`src/rtl/pll_reset_ctrl.sv`:
```
// PLL bring-up and staggered per-domain reset release on the reference clock.
// Optional saturating retry counter port: define PLL_RETRY_CNT_EN.
module pll_reset_ctrl #(
    parameter int ARESET_CYCLES  = 16,
    parameter int LOCK_TIMEOUT   = 65535,
    parameter int STABLE_CYCLES  = 1024,
    parameter int NUM_DOMAINS    = 4,
    parameter int STAGGER_CYCLES = 8
) (
    input  logic                   clk,
    input  logic                   rst_n,
    input  logic                   pll_locked,
    input  logic                   sw_rst_req,
    output logic                   pll_areset,
    output logic [NUM_DOMAINS-1:0] dom_rst_n,
    output logic                   sys_ready,
    output logic                   timeout_pulse,
`ifdef PLL_RETRY_CNT_EN
    output logic                   lock_lost,
    output logic [7:0]             retry_cnt
`else
    output logic                   lock_lost
`endif
);

    localparam int M1   = (ARESET_CYCLES > LOCK_TIMEOUT) ? ARESET_CYCLES : LOCK_TIMEOUT;
    localparam int M2   = (STABLE_CYCLES > STAGGER_CYCLES) ? STABLE_CYCLES : STAGGER_CYCLES;
    localparam int MAXC = (M1 > M2) ? M1 : M2;
    localparam int CW   = (MAXC > 1) ? $clog2(MAXC) : 1;
    localparam int IW   = $clog2(NUM_DOMAINS) + 1;

    typedef enum logic [2:0] {
        PLL_RST,
        WAIT_LOCK,
        STABLE,
        RELEASE,
        RUN
    } state_t;

    state_t                 state, state_n;
    logic [CW-1:0]          cnt, cnt_n;
    logic [IW-1:0]          idx, idx_n;
    logic                   locked_m, locked_s;
    logic                   areset_n, ready_n, tp_n, ll_n;
    logic [NUM_DOMAINS-1:0] dom_n;
    logic                   abort_lock;

    assign abort_lock = !locked_s &&
                        (state == STABLE || state == RELEASE || state == RUN);

    always_comb begin
        state_n  = state;
        cnt_n    = cnt;
        idx_n    = idx;
        areset_n = pll_areset;
        dom_n    = dom_rst_n;
        ready_n  = sys_ready;
        tp_n     = 1'b0;
        ll_n     = 1'b0;
        // A soft request and a lock drop in the same cycle collapse into one abort
        if (sw_rst_req || abort_lock) begin
            state_n  = PLL_RST;
            cnt_n    = '0;
            areset_n = 1'b1;
            dom_n    = '0;
            ready_n  = 1'b0;
            ll_n     = abort_lock;
        end else begin
            unique case (state)
                PLL_RST: begin
                    areset_n = 1'b1;
                    if (cnt == CW'(ARESET_CYCLES - 1)) begin
                        state_n  = WAIT_LOCK;
                        cnt_n    = '0;
                        areset_n = 1'b0;
                    end else begin
                        cnt_n = cnt + CW'(1);
                    end
                end
                WAIT_LOCK: begin
                    if (locked_s) begin
                        state_n = STABLE;
                        cnt_n   = '0;
                    end else if (cnt == CW'(LOCK_TIMEOUT - 1)) begin
                        state_n  = PLL_RST;
                        cnt_n    = '0;
                        areset_n = 1'b1;
                        tp_n     = 1'b1;
                    end else begin
                        cnt_n = cnt + CW'(1);
                    end
                end
                STABLE: begin
                    if (cnt == CW'(STABLE_CYCLES - 1)) begin
                        state_n = RELEASE;
                        cnt_n   = '0;
                        idx_n   = '0;
                    end else begin
                        cnt_n = cnt + CW'(1);
                    end
                end
                RELEASE: begin
                    if (cnt == CW'(STAGGER_CYCLES - 1)) begin
                        cnt_n = '0;
                        idx_n = idx + IW'(1);
                        for (int i = 0; i < NUM_DOMAINS; i++) begin
                            if (idx == IW'(i)) dom_n[i] = 1'b1;
                        end
                        if (idx == IW'(NUM_DOMAINS - 1)) begin
                            state_n = RUN;
                            ready_n = 1'b1;
                        end
                    end else begin
                        cnt_n = cnt + CW'(1);
                    end
                end
                RUN: begin
                    state_n = RUN;
                end
                default: begin
                    state_n  = PLL_RST;
                    cnt_n    = '0;
                    areset_n = 1'b1;
                    dom_n    = '0;
                    ready_n  = 1'b0;
                end
            endcase
        end
    end

`ifdef PLL_RETRY_CNT_EN
    logic [7:0] retry_n;

    always_comb begin
        retry_n = retry_cnt;
        if ((tp_n || ll_n) && retry_cnt != 8'hff) retry_n = retry_cnt + 8'd1;
    end

    always_ff @(posedge clk or negedge rst_n) begin
        if (!rst_n) retry_cnt <= '0;
        else        retry_cnt <= retry_n;
    end
`endif

    always_ff @(posedge clk or negedge rst_n) begin
        if (!rst_n) begin
            locked_m      <= 1'b0;
            locked_s      <= 1'b0;
            state         <= PLL_RST;
            cnt           <= '0;
            idx           <= '0;
            pll_areset    <= 1'b1;
            dom_rst_n     <= '0;
            sys_ready     <= 1'b0;
            timeout_pulse <= 1'b0;
            lock_lost     <= 1'b0;
        end else begin
            locked_m      <= pll_locked;
            locked_s      <= locked_m;
            state         <= state_n;
            cnt           <= cnt_n;
            idx           <= idx_n;
            pll_areset    <= areset_n;
            dom_rst_n     <= dom_n;
            sys_ready     <= ready_n;
            timeout_pulse <= tp_n;
            lock_lost     <= ll_n;
        end
    end

endmodule

```
`config.mk`:
```
export PLATFORM = sky130hd
export DESIGN_NAME = pll_reset_ctrl
export DESIGN_NICKNAME = d
export VERILOG_FILES = /design/src/rtl/pll_reset_ctrl.sv
export SDC_FILE = /design/constraint.sdc
export NUM_CORES = 1
export LEC_CHECK = 0
export BUFFER_PORTS_ARGS = -buffer_cell sky130_fd_sc_hd__buf_2
export CAP_MARGIN = 20
export CELL_PAD_IN_SITES_DETAIL_PLACEMENT = 0
export CELL_PAD_IN_SITES_GLOBAL_PLACEMENT = 1
export CORE_UTILIZATION = 30
export DETAILED_ROUTE_END_ITERATION = 16
export GPL_TIMING_DRIVEN = 0
export PLACE_DENSITY = 0.55
export SYNTH_ARGS = -nofsm -noshare
export SYNTH_HDL_FRONTEND = slang
export SYNTH_SLANG_ARGS = --single-unit
```
`constraint.sdc`:
```
create_clock -name clk -period 3.15 [get_ports clk]
set_input_delay 0.1575 -clock clk [delete_from_list [all_inputs] [get_ports clk]]
set_output_delay 0.1575 -clock clk [all_outputs]
set_load 0.1 [all_outputs]
```
==> flow_results.org, run 1 <==
** Die
- Die Outline Area :: between 6000 and 7000 um2
- Site row count :: 28
- The floorplan step set the die height to 81.0 um.
- The core region is 5960 um2.
- For this design the top-level I/O count stands at 12.
- Floorplan die width :: 81.0 um
- The initial utilization of the core area, before any placement, comes to 31.4%.

** Placement
- Once placement finished, the instance area stood at between 2000 and 2500 um2.
- The HPWL after detailed placement is 3.52 mm.
- The count of buffers added on input and output ports is 10.
- Routability-driven placement finished with a final weighted congestion of 0.756.

** Worst setup path
- Endpoint arrival time on the critical path :: roughly 2800 ps
- End point of the critical path :: cnt[3]
- In this run the critical register-to-register path is captured at cnt[3].
- Required @ worst endpoint :: roughly 3300 ps
- STA classifies the critical path startpoint as a flop.
- Along the worst path, the maximum fanout reaches 10.
- For the worst flop-to-flop path, the logic depth is 8.
- Register-to-register setup slack :: 460 ps
- The worst register-to-register path begins at cnt[9].
- The critical path starts at cnt[9].
- Crit path capture type :: flop
- The critical path in this run is classified as reg2reg.

** CTS
- Deepest level of the CTS H-tree :: 2
- The number of setup buffers added after CTS is 0.
- Clock sink count :: 31
- At the later pin of the worst-skew pair, clock insertion delay measures 280 ps.
- After clock tree synthesis, the clock-pin slew on the worst setup and hold paths is 70 ps.
- The longest clock path from root to sink contains 2 buffers.
- Post-CTS repair changed the size of 0 cells.
- Clock tree synthesis inserted a total of 5 buffers.
- CTS tree :: done
- Buffer type at the clock tree root :: sky130_fd_sc_hd__clkbuf_8

** Layout
- Counting the fill cells in the layout gives 644.
- In the final layout, flip-flops and latches occupy 777 um2.
- Fraction of layout instances using a drive strength above 1 :: between 10% and 20%
- Leaving out fill and tap cells, the most frequent cell in the layout is sky130_fd_sc_hd__dfrtp_1.
- Cells fill 35.9% of the core in the end.
- Most frequent cells in the layout :: sky130_fd_sc_hd__dfrtp_1, sky130_fd_sc_hd__nand2_1, sky130_fd_sc_hd__o211ai_1
- Final nets :: 240
- Number of diodes added for antenna fixing :: 0
- Area delta synth->final :: 14.1%
- Area occupied by multi-input gates :: about 1000 um2
- With fillers left out, the area of the finished cells amounts to between 2000 and 2500 um2.

** Outcome
- The run finished with clean final reports.

** Synth
- Number of distinct library cell variants in the gate-level netlist after synthesis :: 49
- Synthesized netlist cell count :: 210
- Among all flip-flop cells after synthesis, the most frequent one is sky130_fd_sc_hd__dfrtp_1.
- Post-synth design cell area :: 1870 um2
- Avg Synthesized Cell Area :: 8.91 um2
- Register area share after synthesis :: just over 40%
- Counting flops and latches in the post-synthesis netlist gives 31.
- Of all cell types, the one taking the most synthesized area is sky130_fd_sc_hd__dfrtp_1.
- Post-synth top area share :: 40.1%
- Counting flops with a built-in enable in the synthesized netlist gives 0.
- Counting every net in the synthesized netlist gives between 200 and 250.
- The Yosys step of the flow raised 0 warnings.
- Synth area leaders :: sky130_fd_sc_hd__dfrtp_1, sky130_fd_sc_hd__nand2_1, sky130_fd_sc_hd__o211ai_1
- Ys async rst share :: 100%

** STA
- The final hold violation count is 0.
- Setup violations remaining at the end of the flow were counted as 0.
- Setup repair after global routing left no endpoint under its margin.
- Clock skew on the completed layout was measured at between 6 and 7 ps.
- Post-route setup TNS :: 0 ps
- The worst pin sits at a relative slew slack of 51.2%.
- Time the worst path needs with I/O delays and setup :: approximately 2700 ps
- Max Freq :: 372 MHz
- Worst slew pin tran :: around 730 ps
- Final count of pins violating max slew :: 0
- Fin crit share :: 85.3%

** Detailed routing
- Using the TritonRoute via totals, the vias-per-cell ratio works out to 5.28.
- The first routing iteration left 110 violations.
- Vias :: around 1600
- Drt total wl :: 4.81 mm
- For this run, design rule violations remaining after detail routing come to 0.
- Dividing the detail-routed wire length by the instance count gives 15.8 um.
- Router iterations before antenna repair :: 4
- Antenna violation net count after detailed routing :: 0

** Job
- Count of maximum capacitance violations :: 0

** GRT
- The first global-routing pass estimated 8.23 mm of wire.
- Initial antenna violation count :: 0
- Global Route Usage Sum :: 16.8%
- Entering global routing, the biggest net connects 32 pins.
- The total overflow left after global routing is 0.
- The via count of the first global-routing pass was 1643.

** Power and ir drop
- Maximum vdd ir drop :: around 0.16 mV
- The analysis attributes to cell leakage a power of 0.851 nW.
- Pwr per Cell Area :: approximately 380 nW/um2

** Worst hold path
- Kind of path behind the tightest hold check :: in2reg
[sequential cells by signal, indices dropped and copies added (netlist names), 3 cells and up]
| register | count |
|---|---|
| dom_rst_n | 4 |
| idx | 3 |
| cnt | 16 |
| state | 3 |
[where the power goes]
part	leakage, nW	switching (W)	internal, W
logic	0.378	0.0000305	0.0000120
clock network	0.0515	0.000154	0.000199
registers	0.421	0.00000698	0.000403
total	0.851	0.000191	0.000615
[worst max-delay path, stage by stage, from the launching register on]
cell and delay (ps):
sky130_fd_sc_hd__dfrtp_1 370, sky130_fd_sc_hd__buf_6 140, sky130_fd_sc_hd__or4_4 520, sky130_fd_sc_hd__nand4b_1 220, sky130_fd_sc_hd__o21ai_0 400, sky130_fd_sc_hd__a21boi_1 290, sky130_fd_sc_hd__buf_2 290, sky130_fd_sc_hd__o211ai_1 200
sky130_fd_sc_hd__o211ai_1 110
[area by class of cell]
type	instances	share of cell area, %
multi-input cells	161	47.0
flip-flops and latches	31	36.4
clock buffers	8	4.69
well taps	75	4.39
repair buffers	12	3.28
plain buffers	12	3.22
inverters	6	1.05
[Yosys cell counts (3+ instances only)]
| cell | count |
|---|---|
| sky130_fd_sc_hd__nand4_1 | 7 |
| sky130_fd_sc_hd__nand3_1 | 11 |
| sky130_fd_sc_hd__nand2b_1 | 4 |
| sky130_fd_sc_hd__o31ai_1 | 3 |
| sky130_fd_sc_hd__o211ai_1 | 14 |
| sky130_fd_sc_hd__nor3_1 | 11 |
| sky130_fd_sc_hd__ha_1 | 7 |
| sky130_fd_sc_hd__dfrtp_1 | 30 |
| sky130_fd_sc_hd__o21ai_0 | 8 |
| sky130_fd_sc_hd__nand2_1 | 29 |
| sky130_fd_sc_hd__clkbuf_1 | 6 |
| sky130_fd_sc_hd__a21oi_1 | 6 |
| sky130_fd_sc_hd__nor2_1 | 12 |
| sky130_fd_sc_hd__inv_1 | 6 |
| sky130_fd_sc_hd__or2_2 | 6 |
| sky130_fd_sc_hd__a31oi_1 | 3 |
| sky130_fd_sc_hd__and3_1 | 4 |
[layer usage]
| metal | part of all wire (%) | GRT usage, % |
|---|---|---|
| met1 | 48 | 20.3 |
| met2 | 48 | 29.2 |
| met3 | 2.7 | 3.93 |
| met4 | 1.2 | 5.71 |
| met5 | 0 | 0 |
[timing repair]
action | CTS | global route
hold buffers | 2 | 0
endpoints found under the setup margin | 0 | 0
hold endpoints to repair | 31 | 0
[stage by stage]
stage | total power (W) | setup WS, ps | hold slack, ps | cells
2_1_floorplan | 0.000441 | 834 | -138 | 210
3_3_place_gp | 0.000459 | 451 | 250 | 295
3_5_place_dp | 0.000459 | 449 | 259 | 295
4_1_cts | 0.000818 | 440 | 261 | 305
5_1_grt | 0.000849 | 140 | 280 | 305
6_report | 0.000806 | 465 | 265 | 305
[logic make-up after synthesis]
group	count (synthesis)	share of synthesized area, %
buffers and inverters	18	4.88
and+or+nand+nor	102	28.7
DFF	31	41.5
xor gates and xnor gates	1	0.468
adders and majority gates	7	4.68
AOI/OAI and AO/OA	51	19.8
[worst min path at each step]
| stage | start | endpoint | slack, ps | depth (start not counted) |
|---|---|---|---|---|
| after floorplan | rst_n | cnt[0] | -140 | 0 |
| after global placement | rst_n | dom_rst_n[1] | 250 | 1 |
| after detailed placement | rst_n | dom_rst_n[1] | 260 | 1 |
| after CTS | sw_rst_req | pll_areset | 260 | 2 |
| after global routing | sw_rst_req | pll_areset | 280 | 2 |
| final | sw_rst_req | pll_areset | 270 | 2 |
Note: power is estimated with default switching activity, not from simulation.
==> run 2: changes to the inputs <==
--- a/config.mk
+++ b/config.mk
@@ -9,6 +9,7 @@
 export CAP_MARGIN = 20
 export CELL_PAD_IN_SITES_DETAIL_PLACEMENT = 0
 export CELL_PAD_IN_SITES_GLOBAL_PLACEMENT = 1
+export CORE_MARGIN = 3
 export CORE_UTILIZATION = 30
 export DETAILED_ROUTE_END_ITERATION = 16
 export GPL_TIMING_DRIVEN = 0
==> run 2 against run 1 <==
Non-clock buffer count unchanged. Utilization grew 0.083 points. Clock skew rose by 4.2 ps. Register-to-register slack hardly changed. Cell area rose by 0.82%. First-iteration DRC count fell by 20%. Fmax fell by 0.29%. Clock power grew 18%. Sequential share of layout area is 0.30 points lower. Critical endpoint is now cnt[13]. Largest power group is now the clock network.
==> flow_results.org, run 2 (synthesis results as in run 1) <==
** Placement
- The number of placed instances with taps included came to 295 (unchanged).
- The number of buffers inserted by port buffering came to 10 (unchanged).
- The total half-perimeter wirelength after legalization and detailed placement was 3.50 mm (was 3.52 mm).
- Last weighted congestion value of the routability-driven placer :: 0.747 (was 0.756)

** Job
- The count of max-cap constraint violations is 0 (unchanged).

** Power and ir drop
- Maximum vdd ir drop :: 0.237 mV (was 0.160 mV)
- The overall power consumption came to 0.000871 W (was 0.000806 W).
- The areal power density over the cells was 405 nW/um2 (was 377 nW/um2).
- Cell leakage power :: 0.861 nW (was 0.851 nW)

** CTS
- The number of sinks handled by clock tree synthesis was 31 (unchanged).
- Buffer type at the clock tree root :: sky130_fd_sc_hd__clkbuf_8 (unchanged)
- Clock-pin slew of the registers on the worst-case setup and hold paths :: 70 ps (about the same)
- The TritonCTS clock tree is done (unchanged).
- Deepest level of the CTS H-tree :: 2 (unchanged)
- Cells resized by post-CTS repair :: 0 (unchanged)
- Number of setup buffers added after CTS :: 0 (unchanged)
- The maximum root-to-sink buffer count is 2 (unchanged).
- Number of clock buffers inserted by TritonCTS :: 5 (unchanged)
- The later-pin clock latency in the skew report was 290 ps (was 280 ps).

** Worst setup path
- Most frequent cell on the critical path :: sky130_fd_sc_hd__o211ai_1 (unchanged)
- The start-to-end type of the worst setup path was reg2reg (unchanged).
- CP max FO :: 10 (unchanged)
- Path length in cells of the critical path :: 8 (unchanged)
- Endpoint arrival time on the critical path :: 2850 ps (was 2840 ps)
- Cell breakdown of the critical path :: buf_6 -> or4_4 -> nand4b_1 -> o21ai_0 -> a21boi_1 -> buf_2 -> o211ai_1 -> o211ai_1 (unchanged)
- The critical-path cell with the highest stage delay is sky130_fd_sc_hd__or4_4 (unchanged).
- Crit path capture type :: flop (unchanged)
- The depth of the most critical reg-to-reg path was 8 (unchanged).
- Worst path buffer plus inverter count :: 2 (unchanged)
- The critical path data required time came to 3310 ps (was 3300 ps).
- Peak per-stage delay on the critical path :: 510 ps (was 520 ps)
- The category of cells accounting for the largest share of critical-path delay is compound AO/OA/AOI/OAI gates (unchanged).
- Critical Path Source Type :: flop (unchanged)

** Die
- I/O pins :: 12 (unchanged)
- The starting density of the core came to 31.2% (was 31.4%).
- Vertical die dimension :: 85.0 um (was 81.0 um)
- Area of the core :: 5990 um2 (was 5960 um2)
- Site row count :: 28 (unchanged)
- The die span in x is 85.0 um (was 81.0 um).
- Die Outline Area :: 7220 um2 (was 6560 um2)

** GRT
- GRT overflow :: 0 (unchanged)
- Met1 usage :: 18.5% (was 20.3%)
- Pin count of the biggest net entering global routing :: 32 (unchanged)
- Global Route Usage Sum :: 14.4% (was 16.8%)
- Global-route met2 utilization :: 23.2% (was 29.2%)
- The initial antenna violation count was 0 (unchanged).
- The global routing's busiest layer is met2 (unchanged).
- The global-route track usage on met3 came to 3.98% (was 3.93%).
- First-pass GRT wire length :: 8.33 mm (was 8.23 mm)
- The via count of the first global-routing pass came to 1638 (was 1643).

** Layout
- Most frequent cells in the layout :: sky130_fd_sc_hd__dfrtp_1, sky130_fd_sc_hd__nand2_1, sky130_fd_sc_hd__o211ai_1 (unchanged)
- The number of nets in the layout was 240 (unchanged).
- Final cell utilization of the core :: 35.9% (about the same)
- The most common cell after layout, fill and taps aside is sky130_fd_sc_hd__dfrtp_1 (unchanged).
- The fraction of final layout cells with drive strength greater than 1 came to 15.7% (was 15.2%).
- Top flop regs: cnt (16), dom_rst_n (4) (unchanged).
- Area delta synth->final :: 15.0% (was 14.1%)
- The top register by number of flip-flops was cnt (unchanged).
- The number of standard cells in the layout, taps in and fillers out is 305 (unchanged).
- Number of diodes added for antenna fixing :: 0 (unchanged)
- Flip-flop count of the largest register, all copies and words added :: 16 (unchanged)

** Worst hold path
- Kind of path behind the tightest hold check :: in2reg (unchanged)
- Number of stages on the worst hold path :: 2 (unchanged)

** STA
- Fin crit share :: 85.5% (was 85.3%)
- Setup repair after global routing missed its margin :: false (unchanged)
- Final count of pins violating max slew :: 0 (unchanged)
- Hold violation count in the final report :: 0 (unchanged)
- Worst slew pin tran :: 727 ps (was 732 ps)
- Setup Viol. Count Final :: 0 (unchanged)
- Post-route setup TNS :: 0 ps (unchanged)
- The worst hold slack across all endpoints came to 265 ps (about the same).
- The upper clock frequency limit came to 371 MHz (was 372 MHz).
- The relative max-transition margin was 51.5% (was 51.2%).
- Skew final :: 10.2 ps (was 6.03 ps)
- The time the final worst path needs with I/O delays and setup came to 2690 ps (about the same).

** Detailed routing
- The average vias per placed instance is 5.49 (was 5.28).
- The count of routing violations after the opening detailed-route iteration is 88 (was 110).
- Drt total wl :: 4.79 mm (was 4.81 mm)
- The number of nets with antenna violations after routing came to 0 (unchanged).
- Vias :: 1673 (was 1611)
- Final routed DRC violation total :: 0 (unchanged)
- The first-pass detailed-route iteration total is 4 (unchanged).
- The routed wire length per instance is 15.7 um (was 15.8 um).

** Outcome
- Result of the run: completed (unchanged).
-- run 2: final timing paths --
| path | end | slack (ps) | from |
|---|---|---|---|
| max | cnt[13] | 460 | cnt[9] |
| min | pll_areset | 270 | sw_rst_req |
| max reg2reg | cnt[13] | 460 | cnt[9] |
| min reg2reg | locked_s | 360 | locked_m |
| max in group asynchronous | state[1] | 2210 | rst_n |
| min in group asynchronous | dom_rst_n[0] | 450 | rst_n |
-- run 2: repair_timing --
item | 4_1_cts | 5_1_grt
setup endpoints to repair | 0 | 0
endpoints found under the hold margin | 31 | 0
hold buffers | 2 | 0
-- run 2: cell type report --
type / instances / area, um2
clock buffer: 6 / 82.6
buffer: 12 / 68.8
multi-input combinational: 161 / 1000
timing repair buffer: 12 / 70.1
fill: 619 / 3840
sequential: 31 / 777
tap: 75 / 93.8
inverter: 6 / 22.5
clock inverter: 2 / 35.0
-- run 2: through the flow --
stage / setup slack [ps] / cell area (um2)
CTS: 437 / 2150
detailed placement: 455 / 2020
global placement: 450 / 2020
floorplan: 834 / 1870
global route: 235 / 2150
finish: 457 / 2150
-- run 2: routing by layer --
layer,up-vias,part of all wire (%)
met1,808,46
met3,9,5.2
met4,0,1.8
li1,815,-
met5,-,0
met2,41,47
-- run 2: report_power, final --
group	switching, W	leakage (nW)	internal [W]
clock network	0.000162	0.0612	0.000256
registers	0.00000701	0.421	0.000403
logic	0.0000311	0.378	0.0000121
